===== src/rtl/byte_line_processor.sv =====
// byte_line_processor: reads bytes from an input FIFO, buffers one line, and on
// CR echoes the line back in reverse order followed by CR LF into an output FIFO.
// A stored line of exactly "LED" (with no dropped characters) toggles led_enable.
//
// Ports:
//   clk        - sole clock, rising edge
//   rst        - asynchronous active-low reset
//   din        - input-FIFO read data, valid the cycle after re
//   empty      - input-FIFO empty flag
//   re         - input-FIFO read enable (combinational, IDLE only)
//   dout       - output-FIFO write data (combinational, valid with we)
//   we         - output-FIFO write enable (combinational, gated by full)
//   full       - output-FIFO full flag
//   led_enable - LED blinker enable, toggled by the "LED" command
//   overflow   - one-cycle pulse per dropped character
module byte_line_processor #(
    parameter int unsigned DEPTH = 16
) (
    input  logic       clk,
    input  logic       rst,
    input  logic [7:0] din,
    input  logic       empty,
    output logic       re,
    output logic [7:0] dout,
    output logic       we,
    input  logic       full,
    output logic       led_enable,
    output logic       overflow
);

    localparam int unsigned CW = $clog2(DEPTH + 1);
    localparam int unsigned IW = (DEPTH > 1) ? $clog2(DEPTH) : 1;

    localparam logic [7:0]  CHAR_CR = 8'h0D;
    localparam logic [7:0]  CHAR_LF = 8'h0A;
    localparam logic [23:0] CMD_LED = 24'h4C4544;

    typedef enum logic [2:0] {
        IDLE,
        READ_WAIT,
        EMIT,
        EMIT_CR,
        EMIT_LF
    } state_t;

    state_t          state_q, state_d;
    logic [CW-1:0]   count_q, count_d;
    logic            trunc_q, trunc_d;
    logic            led_q, led_d;
    logic            ovf_q, ovf_d;
    logic            store_en;
    logic            cmd_match;
    logic [IW-1:0]   rd_idx;
    logic [7:0]      line_buf [DEPTH];

    // Last stored character is emitted first.
    assign rd_idx = IW'(count_q - CW'(1));

    // Compare the first three buffer entries against "LED".
    always_comb begin
        cmd_match = 1'b1;
        for (int unsigned i = 0; i < 3; i++) begin
            if (i < DEPTH && line_buf[IW'(i)] != CMD_LED[8*(2-i) +: 8]) begin
                cmd_match = 1'b0;
            end
        end
    end

    // State and control register.
    always_ff @(posedge clk or negedge rst) begin
        if (!rst) begin
            state_q <= IDLE;
            count_q <= '0;
            trunc_q <= 1'b0;
            led_q   <= 1'b0;
            ovf_q   <= 1'b0;
        end else begin
            state_q <= state_d;
            count_q <= count_d;
            trunc_q <= trunc_d;
            led_q   <= led_d;
            ovf_q   <= ovf_d;
        end
    end

    // Line storage; contents are only ever read below the current count.
    always_ff @(posedge clk) begin
        if (store_en) begin
            line_buf[IW'(count_q)] <= din;
        end
    end

    // Next-state and output logic.
    always_comb begin
        state_d  = state_q;
        count_d  = count_q;
        trunc_d  = trunc_q;
        led_d    = led_q;
        ovf_d    = 1'b0;
        store_en = 1'b0;
        re       = 1'b0;
        we       = 1'b0;
        dout     = 8'h00;

        case (state_q)
            IDLE: begin
                if (!empty) begin
                    re      = 1'b1;
                    state_d = READ_WAIT;
                end
            end

            READ_WAIT: begin
                state_d = IDLE;
                if (din == CHAR_CR) begin
                    trunc_d = 1'b0;
                    state_d = (count_q != '0) ? EMIT : EMIT_CR;
                    if (!trunc_q && count_q == CW'(3) && cmd_match) begin
                        led_d = ~led_q;
                    end
                end else if (din == CHAR_LF) begin
                    // LF is dropped outright.
                end else if (count_q < CW'(DEPTH)) begin
                    store_en = 1'b1;
                    count_d  = count_q + CW'(1);
                end else begin
                    ovf_d   = 1'b1;
                    trunc_d = 1'b1;
                end
            end

            EMIT: begin
                dout = line_buf[rd_idx];
                if (!full) begin
                    we      = 1'b1;
                    count_d = count_q - CW'(1);
                    if (count_q == CW'(1)) begin
                        state_d = EMIT_CR;
                    end
                end
            end

            EMIT_CR: begin
                dout = CHAR_CR;
                if (!full) begin
                    we      = 1'b1;
                    state_d = EMIT_LF;
                end
            end

            EMIT_LF: begin
                dout = CHAR_LF;
                if (!full) begin
                    we      = 1'b1;
                    state_d = IDLE;
                end
            end

            default: begin
                state_d = IDLE;
            end
        endcase
    end

    assign led_enable = led_q;
    assign overflow   = ovf_q;

endmodule


===== config.mk =====
export PLATFORM = sky130hd
export DESIGN_NAME = byte_line_processor
export DESIGN_NICKNAME = d
export VERILOG_FILES = /design/src/rtl/byte_line_processor.sv
export SDC_FILE = /design/constraint.sdc
export NUM_CORES = 1
export LEC_CHECK = 0
export ABC_CLOCK_PERIOD_IN_PS = 3770
export CAP_MARGIN = 10
export CORE_ASPECT_RATIO = 1.5
export CORE_UTILIZATION = 60
export CTS_CLUSTER_DIAMETER = 50
export DETAILED_ROUTE_END_ITERATION = 6
export GPL_TIMING_DRIVEN = 0
export PLACE_DENSITY_LB_ADDON = 0.08
export SYNTH_ARGS = -nofsm -noshare
export SYNTH_HDL_FRONTEND = slang
export SYNTH_SLANG_ARGS = --single-unit

===== constraint.sdc =====
create_clock -name clk -period 3.77 [get_ports clk]
set_input_delay 0.377 -clock clk [delete_from_list [all_inputs] [get_ports clk]]
set_output_delay 0.377 -clock clk [all_outputs]
set_load 0.005 [all_outputs]

== Yosys cells after proc, flatten, opt, wreduce, memory -nomap -nowiden ==
Memories as Yosys holds them, arrays and structs flattened.
Index checks and enable logic that the tools add are counted.
Word-level totals
  bits in writable memories: 128
  output and inout port bits: 12
  flip-flop bits (word level): 11
  memories kept: 1
  logic and storage cells: 76
Memory list
  line_buf: depth 16, bits a word 8, read ports 4, clocked after memory_dff 0, write ports 1, RTL line 54  | logic [7:0] line_buf [DEPTH];
Cells by class
  bitwise gates (word level): 1
  equal/unequal tests: 21
  reduce and logical (&&, ||, !) cells: 11
  order comparisons: 1
  $add $sub $neg: 2
  multiplexer cells: 34
Operators with widths (number)
  $ne A8 B7 Y1 const B: 3
  $pmux W8 S3: 1
  $mux W1: 21
  $mux W5: 4
  $ne A2 B2 Y1 const B: 10
  $eq A8 B4 Y1 const B: 2
  $mux W3: 5
  $pmux W3 S5: 1
  $pmux W5 S2: 1
  $reduce_and A5 Y1: 2
  $eq A3 B2 Y1 const B: 2
  $reduce_and A3 Y1: 2
  $add A5 B1 Y5 const B: 1
  $eq A5 B1 Y1 const B: 1
  $eq A5 B2 Y1 const B: 1
  $lt A5 B5 Y1 const B: 1
  $reduce_bool A5 Y1: 1
  $sub A5 B1 Y5 const B: 1
  $eq A3 B1 Y1 const B: 1
  $eq A3 B3 Y1 const B: 1
  $logic_not A3 Y1: 1
  $reduce_or A3 Y1: 1
  $logic_and A1 B1 Y1: 2
  $mux W2: 1
  3 further kinds: 3

== Depth between registers and ports, before layout ==
Gate-level depths: netlist (run 1).
  depth after elaboration: 7
  mapped depth: 12

== Worst setup path after synthesis (run 1) ==
Ideal clock, no wire load.
  path kind: register to output
  from: register count_q[0]
  to: output port dout[0]
  required time: 3393 ps
  data arrival time: 2811 ps
  buffers on the path: 5
  stages on the path, launching flop included: 11
  slack: 582 ps
  cells stage by stage: dfrtp_1 buf_2 buf_4 buf_4 inv_1 ha_1 buf_2 clkbuf_1 mux4_2 mux2_2 o311a_1
On the way
  cells in the longest elaborated chain, start to end: 3
Ends and longest elaborated chain
  start, declared: RTL line 47  | logic [CW-1:0] count_q, count_d;
  start signal, assigned: RTL line 79  | count_q <= count_d;
  $sub A5 B1 Y5
  $mem_v2 Z16 W8
  $pmux W8 S3: RTL line 105  | case (state_q)
  end, declared: RTL line 24  | output logic [7:0] dout,
Every way passes these cells.

== Worst setup path after layout (run 1) ==
  from: register count_q[0]
  to: output port dout[4]
Same word-level chain as after synthesis.

==> results of run 1 <==
cells by family after synthesis:
family	after synthesis
AO/OA/AOI/OAI	27
XOR/XNOR	6
adder cells (fa/ha/maj)	5
buffers and inverters	20
flip-flops	139
multiplexers	45
AND/OR/NAND/NOR	72
metal layers:
| metal | up-vias | wire length [um] |
|---|---|---|
| li1 | 1408 | - |
| met1 | 1646 | 4730 |
| met2 | 102 | 6850 |
| met3 | 33 | 706 |
| met4 | 0 | 490 |
| met5 | - | 0 |
stage by stage:
stage	hold WS (ns)	TNS, ns	std cells	total power [mW]
5_1_grt	0.325	0	491	6.33
3_3_place_gp	0.458	-10.17	449	3.86
2_1_floorplan	0.0814	0	314	3.34
6_report	0.298	0	491	6.08
3_5_place_dp	0.460	-4.58	457	3.91
4_1_cts	0.310	0	491	6.07
critical path: cells and delay by family, from the launching register on:
| family | cells | cell delay, ns |
|---|---|---|
| AO/OA/AOI/OAI | 2 | 0.35 |
| adder cells (fa/ha/maj) | 1 | 0.27 |
| buffers and inverters | 7 | 1.34 |
| flip-flops | 1 | 0.43 |
| multiplexers | 1 | 0.31 |
| AND/OR/NAND/NOR | 1 | 0.18 |
power breakdown:
group | total [mW] | switching [mW] | internal (mW)
combinational | 2.26 | 1.18 | 1.08
sequential | 1.98 | 0.0924 | 1.89
clock | 1.84 | 0.602 | 1.24
final cells by class:
type	count	area share (%)
sequential	139	57.6
tap	112	1.96
buffer	16	2.29
timing repair buffer	33	4.38
inverter	4	0.210
clock buffer	20	6.11
clock inverter	12	3.08
multi-input combinational	155	24.3
registers in the layout, summed over array words and instances (netlist names):
| register | cells |
|---|---|
| line_buf | 128 |
| count_q | 5 |
| state_q | 3 |
| led_enable | 1 |
| overflow | 1 |
| trunc_q | 1 |
placed cells by master (no fill, tap or decap), types with 4 or more instances in the layout:
cell type / n
inv_1: 4
nand2b_1: 4
dfrtp_1: 10
clkbuf_16: 18
and2_1: 5
nor4b_1: 4
nand3b_1: 4
bufinv_16: 6
buf_4: 11
a211oi_2: 5
and3_1: 4
clkdlybuf4s50_1: 18
dlymetal6s2s_1: 5
edfxtp_1: 128
clkbuf_1: 9
nor3_1: 6
nand2_1: 6
a211oi_1: 4
mux4_2: 33
nor2_1: 8
a21oi_1: 4
ha_1: 4
nor2b_1: 5
mux2i_1: 5
nor3b_1: 9
how the worst max path moves through the flow:
| stage | to | cells past startpoint |
|---|---|---|
| 2_1_floorplan | dout[0] | 10 |
| 3_3_place_gp | dout[6] | 12 |
| 3_5_place_dp | dout[5] | 12 |
| 4_1_cts | dout[1] | 12 |
| 5_1_grt | dout[4] | 12 |
| 6_report | dout[4] | 12 |
what timing repair did:
| item | 4_1_cts | 5_1_grt |
|---|---|---|
| resized for setup | 33 | 9 |
| hold endpoints to repair | 0 | 0 |
| setup buffers | 2 | 0 |
| pin swaps | 1 | 0 |
| endpoints found under the setup margin | 8 | 5 |
==> qor.csv, run 1 <==
metric;value;unit
Antenna Cells;0;
Final WS setup;0.0669;ns
clock sink count;139;
Slew headroom;32.1;%
CP startpoint kind;register;
Yosys warning count;0;
clk_skew;0.00515;ns
pwr/cell area;850;nW/um^2
CP startpoint;count_q[0];
Synth Area in Simple Gates;7.95;%
Worst setup EP type;output port;
TritonCTS clock tree;yes;
DIE AREA;10200;um^2
Crit Path Max Fanout;10;
DR vias;3189;
Clock Pin Slew Worst Setup and Hold Paths;0.06;ns
largest net degree at the start of global routing;20;
adder-cell share of the synthesized area;1.07;%
# Max-Cap Violations;0;
clock latency on the worst-skew pair;0.42;ns
Iter 0 DRT Violations;259;
asr flop ratio synth;7.91;%
R2R Path Start;state_q[1];
Placement Rows;43;
post-placement cell area;6290;um^2
Total Routing Usage GR;29.0;%
DR WL/cell;26.0;um
Hold Path Class;in -> async;
Mean Syn Cell Area;18.7;um^2
CP max stage cell;clkdlybuf4s50_1;
clock root buffer;clkbuf_16;
total CTS buffers;17;
Sequential cell area;4120;um^2
Post-synth EDFFs;128;
first-pass GRT wire length;19.4;mm
Util after Layout;76.4;%
mux cell area share after synthesis;14.8;%
synthesized-area fraction occupied by ao, oa, aoi and oai cells;3.39;%
most common cell in the synthesized netlist;edfxtp_1;
initial antenna violation count;0;
global-route met2 utilization;46.8;%
LEAKAGE;2.48;nW
core area;9360;um^2
Mapped Area;5870;um^2
ys flop type;edfxtp_1;
crit-path max cell delay;0.48;ns
gr busiest metal;met2;
grt total ovfl;0;
Area Growth Syn to Fin;21.8;%
Post-DP HPWL;8.43;mm
share of cells above drive strength 1;26.6;%
syn_nets;331;
Final Wtd Congestion;0.883;
Max Freq;270;MHz
fin area;7150;um^2
kind of critical path;reg -> out;
largest cells by area after synthesis;edfxtp_1 66%, mux4_2 13%, dfrtp_1 4.7%;
Final Max Tran Viols;0;
Post-Synth XOR/XNOR Area;1.02;%
Initial Util;62.7;%
Synth cell types;50;
clock tree buffer depth;2;
Critical Path, Cell by Cell;buf_12 > buf_12 > buf_12 > inv_1 > ha_2 > buf_4 > clkbuf_16 > mux4_2 > nor2b_2 > a211oi_2 > a211oi_2 > clkdlybuf4s50_1;
Final min period;3.70;ns
RSZ-0062 raised after global routing;no;
Die H;123;um
I/O pins;24;
DRC Markers;0;
Pre-antenna DRT Iters;4;
top cell type's share of synthesized area;65.5;%
R2R cell count;8;
Place WS;-0.769;ns
final antenna-violating net count;0;
htree depth;4;
FILL cells;523;
FF+latch count, synth;139;
Tcrit/Tclk final;98.2;%
DRT Wirelength;12.8;mm
Critical Path AT;3.33;ns
run status;finished, final reports clean;
Die Width;82.7;um
met3 Use GR;8.12;%
CP required;3.39;ns
Post-Synthesis Cells;314;
M1 GR Usage;35.2;%
VDD IR max;0.591;mV
capturing point of the worst reg2reg path;line_buf[7][3];
top cells by count, synth;128 x edfxtp_1, 33 x mux4_2, 11 x dfrtp_1, 9 x nor3b_1;
hold_buf cts;0;
register-to-register setup slack;0.51;ns
nets;383;
vias in the first global route;3365;
final hold vios;0;
footprint of the multi-input gates;1740;um^2
CP dominant cell by count;buf_12;
sequential share of the synthesized area;70.2;%
Least-Margin Pin Slew;1.02;ns
largest family of logic cells by synthesized area;multiplexers;
Setup-failing EPs final;0;
Avg Vias per Cell;6.49;
leading area contributor after synthesis;edfxtp_1;
port buffer count;23;
Note: power is estimated with default switching activity, not from simulation.
==> inputs of run 2 (changes only) <==
TNS_END_PERCENT = 5   (was not set)
==> run 2 against run 1 <==
  * Highest routed layer unchanged
  * Wire length increased by 0.17%
  * Flip-flop and latch count unchanged
  * Largest cell class unchanged
  * First-iteration DRC count did not move
  * Clock power about the same
  * Clock skew hardly changed
==> qor.csv, run 2 (synthesis results as in run 1) <==
metric;value;unit;change
Largest delay share family, worst path;buffers and inverters;;
clock tree buffer depth;2;;unchanged
final hold vios;0;;unchanged
Post-DP HPWL;8.43;mm;unchanged
Tot Pwr;6.08;mW;about the same
Iter 0 DRT Violations;259;;unchanged
max FFs per register;128;;unchanged
Least-Margin Pin Slew;1.03;ns;+0.0149 ns
Slew headroom;31.1;%;-1.0 points
CP startpoint kind;register;;
final hold slack;0.297;ns;-0.00125 ns
first-pass GRT wire length;19.4;mm;unchanged
DR vias;3197;;+0.25%
vias in the first global route;3365;;unchanged
fin area;7150;um^2;about the same
Largest Register;line_buf;;
share of cells above drive strength 1;26.6;%;unchanged
kind of critical path;reg -> out;;
Clock Pin Slew Worst Setup and Hold Paths;0.06;ns;about the same
DR WL/cell;26.1;um;+0.17%
Util after Layout;76.3;%;about the same
initial antenna violation count;0;;unchanged
register-to-register setup slack;0.48;ns;-0.03 ns
Final min period;3.70;ns;+0.000740 ns
Avg Vias per Cell;6.51;;+0.25%
LEAKAGE;2.46;nW;-0.75%
Hold Path Class;in -> async;;
Worst setup EP type;output port;;
Die H;123;um;unchanged
Antenna Cells;0;;unchanged
# Max-Cap Violations;0;;unchanged
port buffer count;23;;unchanged
clock latency on the worst-skew pair;0.42;ns;about the same
final antenna-violating net count;0;;unchanged
nets;383;;unchanged
Cells after DPL;457;;unchanged
R2R cell count;8;;unchanged
Initial Util;62.7;%;unchanged
Total Routing Usage GR;29.0;%;unchanged
Place WS;-0.769;ns;unchanged
Top Registers;line_buf x128, count_q x5, state_q x3;;
Finished Layout Cells;491;;unchanged
Pre-antenna DRT Iters;4;;unchanged
Die Width;82.7;um;unchanged
RSZ-0062 raised after global routing;no;;
clock root buffer;clkbuf_16;;
Area Growth Syn to Fin;21.8;%;about the same
VDD IR max;0.591;mV;about the same
Critical Path, Cell by Cell;buf_12 > buf_12 > buf_12 > inv_1 > ha_2 > buf_4 > clkbuf_16 > mux4_2 > nor2b_2 > a211oi_2 > a211oi_2 > clkdlybuf4s50_1;;
clock sink count;139;;unchanged
DRC Markers;0;;unchanged
clk_skew;0.00558;ns;+0.000429 ns
hold_buf cts;0;;unchanged
Final WS setup;0.0662;ns;-0.000740 ns
Max Freq;270;MHz;about the same
FILL cells;523;;unchanged
crit-path max cell delay;0.48;ns;about the same
CP max stage cell;clkdlybuf4s50_1;;
Critical Path AT;3.33;ns;about the same
DIE AREA;10200;um^2;unchanged
Crit Path Max Fanout;10;;unchanged
Crit path depth;12;;unchanged
Final Wtd Congestion;0.883;;unchanged
total CTS buffers;17;;unchanged
Final Max Tran Viols;0;;unchanged
post-placement cell area;6290;um^2;unchanged
capturing point of the worst reg2reg path;line_buf[6][5];;
Setup-failing EPs final;0;;unchanged
TritonCTS clock tree;yes;;
R2R Path Start;state_q[1];;
largest net degree at the start of global routing;20;;unchanged
core area;9360;um^2;unchanged
I/O pins;24;;unchanged
commonest cells after routing, fill and taps aside;128 x edfxtp_1, 33 x mux4_2, 19 x clkdlybuf4s50_1;;
Placement Rows;43;;unchanged
htree depth;4;;unchanged
CP dominant cell by count;buf_12;;
setup TNS;0;ns;unchanged
run status;finished, final reports clean;;
grt total ovfl;0;;unchanged
CP Buf/Inv Count;7;;unchanged
DRT Wirelength;12.8;mm;+0.17%
commonest non-fill, non-tap cell in the layout;edfxtp_1;;
Tcrit/Tclk final;98.2;%;about the same
CP required;3.39;ns;about the same
pwr/cell area;851;nW/um^2;about the same
==> run 2: per-layer routing <==
metal | routed length (um) | GRT usage, %
met5 | 0 | 0
met3 | 766 | 8.12
met4 | 490 | 15.1
met2 | 6840 | 46.8
met1 | 4700 | 35.2
==> run 2: worst max path at each step <==
stage,from,to,slack (ns)
2_1_floorplan,count_q[0],dout[0],0.58
3_3_place_gp,count_q[0],dout[6],-0.70
3_5_place_dp,count_q[0],dout[5],-0.77
4_1_cts,count_q[0],dout[1],0.05
5_1_grt,count_q[0],dout[4],0.0002
6_report,count_q[0],dout[4],0.07
==> run 2: repair_timing <==
item,CTS,global route
buffers inserted,2,0
pin swaps,1,0
cloned,0,0
gates resized for setup,33,8
endpoints found under the setup margin,8,5
==> run 2: area by class of cell <==
type | instances | area (um^2) | area share, %
buffer | 16 | 164 | 2.29
clock buffer | 20 | 437 | 6.11
clock inverter | 12 | 220 | 3.08
inverter | 4 | 15.0 | 0.210
multi-input combinational | 155 | 1740 | 24.4
sequential | 139 | 4120 | 57.7
tap | 112 | 140 | 1.96
timing repair buffer | 33 | 310 | 4.34
==> run 2: power breakdown <==
group          total, mW  internal (mW)  switching [mW]
registers           1.98           1.89          0.0925
logic               2.26           1.08            1.18
clock network       1.84           1.24           0.603
total               6.08           4.21            1.87
==> inputs of run 3 (changes only) <==
CORE_UTILIZATION = 55   (was 60)
==> run 3 against run 2 <==
  * Clock power is 12% lower
  * Power is 6.0% lower
  * Clock skew hardly changed
==> qor.csv, run 3 (synthesis results as in run 1) <==
metric;value;unit;change
footprint of the multi-input gates;1710;um^2;-1.9%
I/O pins;24;;unchanged
grt total ovfl;0;;unchanged
Crit Path Max Fanout;10;;unchanged
max FFs per register;128;;unchanged
Worst setup EP type;output port;;
run status;finished, final reports clean;;
Initial Util;57.3;%;-5.4 points
CP required;3.39;ns;about the same
clock network power share;28.1;%;-2.2 points
kind of critical path;reg -> out;;
CP startpoint kind;register;;
Clock Pin Slew Worst Setup and Hold Paths;0.06;ns;about the same
final antenna-violating net count;0;;unchanged
DRC Markers;0;;unchanged
Final Max Tran Viols;0;;unchanged
Die Width;86.3;um;+4.3%
TritonCTS clock tree;yes;;
first-pass GRT wire length;19.3;mm;-0.64%
Largest Register;line_buf;;
Top Registers;line_buf x128, count_q x5, state_q x3;;
DR WL/cell;24.2;um;-7.2%
Avg Vias per Cell;6.08;;-6.6%
Final Wtd Congestion;0.791;;-10%
Final min period;3.64;ns;-0.0629 ns
clock tree buffer depth;2;;unchanged
Iter 0 DRT Violations;242;;-6.6%
htree depth;4;;unchanged
Pre-antenna DRT Iters;4;;unchanged
Die H;129;um;+4.4%
crit-path max cell delay;0.44;ns;-0.04 ns
VDD IR max;0.451;mV;-24%
P_sw;1.84;mW;-1.8%
vias in the first global route;3255;;-3.3%
core area;10200;um^2;+9.5%
register-to-register setup slack;0.71;ns;+0.23 ns
Seq pwr share;34.5;%;+1.9 points
largest net degree at the start of global routing;20;;unchanged
RSZ-0062 raised after global routing;yes;;
Area Growth Syn to Fin;20.0;%;
post-placement cell area;6330;um^2;+0.54%
nets;381;;-0.52%
Placement Rows;45;;+4.7%
initial antenna violation count;0;;unchanged
total CTS buffers;17;;unchanged
fin area;7040;um^2;-1.5%
commonest non-fill, non-tap cell in the layout;edfxtp_1;;
commonest cells after routing, fill and taps aside;128 x edfxtp_1, 33 x mux4_2, 22 x clkdlybuf4s50_1;;
clk_skew;0.00510;ns;-0.000476 ns
clock root buffer;clkbuf_16;;
Critical Path, Cell by Cell;buf_8 > buf_12 > buf_12 > inv_1 > ha_2 > buf_6 > clkbuf_16 > mux4_2 > mux2_2 > o311a_1 > clkdlybuf4s50_1;;
Post-DP HPWL;8.43;mm;about the same
Hold Path Class;in -> async;;
Total Routing Usage GR;25.0;%;-4.0 points
DIE AREA;11100;um^2;+8.9%
Setup-failing EPs final;0;;unchanged
Max Freq;275;MHz;+1.7%
share of cells above drive strength 1;25.5;%;-1.1 points
R2R cell count;8;;unchanged
final hold vios;0;;unchanged
capturing point of the worst reg2reg path;line_buf[10][5];;
clock sink count;139;;unchanged
Switching Share;32.2;%;+1.4 points
Slew headroom;43.4;%;+12 points
R2R Path Start;state_q[1];;
final hold slack;0.309;ns;+0.0121 ns
setup TNS;0;ns;unchanged
port buffer count;23;;unchanged
pwr/cell area;812;nW/um^2;-4.5%
Internal Power;3.88;mW;-7.8%
LEAKAGE;2.35;nW;-4.8%
Gate power share;37.4;%;+0.2 points
# Max-Cap Violations;0;;unchanged
DR vias;3145;;-1.6%
Critical Path AT;3.26;ns;-0.07 ns
CP max stage cell;clkdlybuf4s50_1;;
Sequential cell area;4120;um^2;about the same
DRT Wirelength;12.5;mm;-2.3%
clock latency on the worst-skew pair;0.40;ns;-0.02 ns
CP dominant cell by count;buf_12;;
FILL cells;674;;+29%
Antenna Cells;0;;unchanged
Tcrit/Tclk final;96.6;%;-1.7 points
Least-Margin Pin Slew;0.846;ns;-0.185 ns
[run 3: cell types whose count changed in the layout (fill, tap and decap cells not counted), sizes merged]
cell,change
buf,-3
clkbuf,-2
bufinv,-4
clkinvlp,+3
inv,+3
clkdlybuf4s50,+3
dlymetal6s2s,-3
[run 3: worst max path at each step]
stage	end	depth (start not counted)	start	slack (ns)
global route	dout[2]	11	count_q[0]	-0.01
floorplan	dout[0]	10	count_q[0]	0.58
finish	dout[2]	11	count_q[0]	0.13
detailed placement	dout[4]	12	count_q[0]	-0.83
CTS	dout[1]	12	count_q[0]	0.07
global placement	dout[4]	12	count_q[0]	-0.80
[run 3: what timing repair did]
action	in CTS	in global routing
hold buffers	0	0
buffers inserted	2	0
resized for setup	22	7
endpoints found under the hold margin	0	0
pin swaps	0	1
setup endpoints to repair	8	7
[run 3: power by group through the flow]
stage / Combinational, mW / Sequential [mW] / Clock [mW]
after floorplan: 1.37 / 1.97 / 0
after global placement: 1.88 / 1.99 / 0
after detailed placement: 1.91 / 2.00 / 0
after CTS: 2.10 / 1.97 / 1.62
after global routing: 2.28 / 1.99 / 1.68
final: 2.14 / 1.97 / 1.61
[run 3: per-layer routing]
layer  part of all wire, %  global-route usage (%)  up-vias
met4                   4.0                    11.6        0
li1                      -                       -     1398
met3                   5.3                    5.64       30
met2                    50                    41.4      107
met1                    40                    31.5     1610
met5                     0                       0        -
[run 3: metrics by stage]
stage	setup WS [ns]	power, mW	instances	util (%)
finish	0.129	5.72	517	68.7
global placement	-0.803	3.87	478	61.2
CTS	0.0747	5.69	517	68.4
floorplan	0.582	3.34	314	-
global route	-0.0102	5.95	517	68.7
detailed placement	-0.829	3.90	484	61.7
[run 3: cell type report]
class | instances | area share (%)
repair buffers | 31 | 4.12
flip-flops and latches | 139 | 58.5
multi-input cells | 155 | 24.3
clock inverters | 14 | 2.08
plain buffers | 16 | 2.26
clock buffers | 17 | 6.04
well taps | 141 | 2.51
inverters | 4 | 0.213
[run 3: worst max-delay path, delay by kind of cell (launching register included)]
family / cells / cell delay (ns)
compound gates: 1 / 0.30
fa+ha+maj: 1 / 0.28
buf+inv: 7 / 1.26
flops: 1 / 0.40
mux: 2 / 0.59
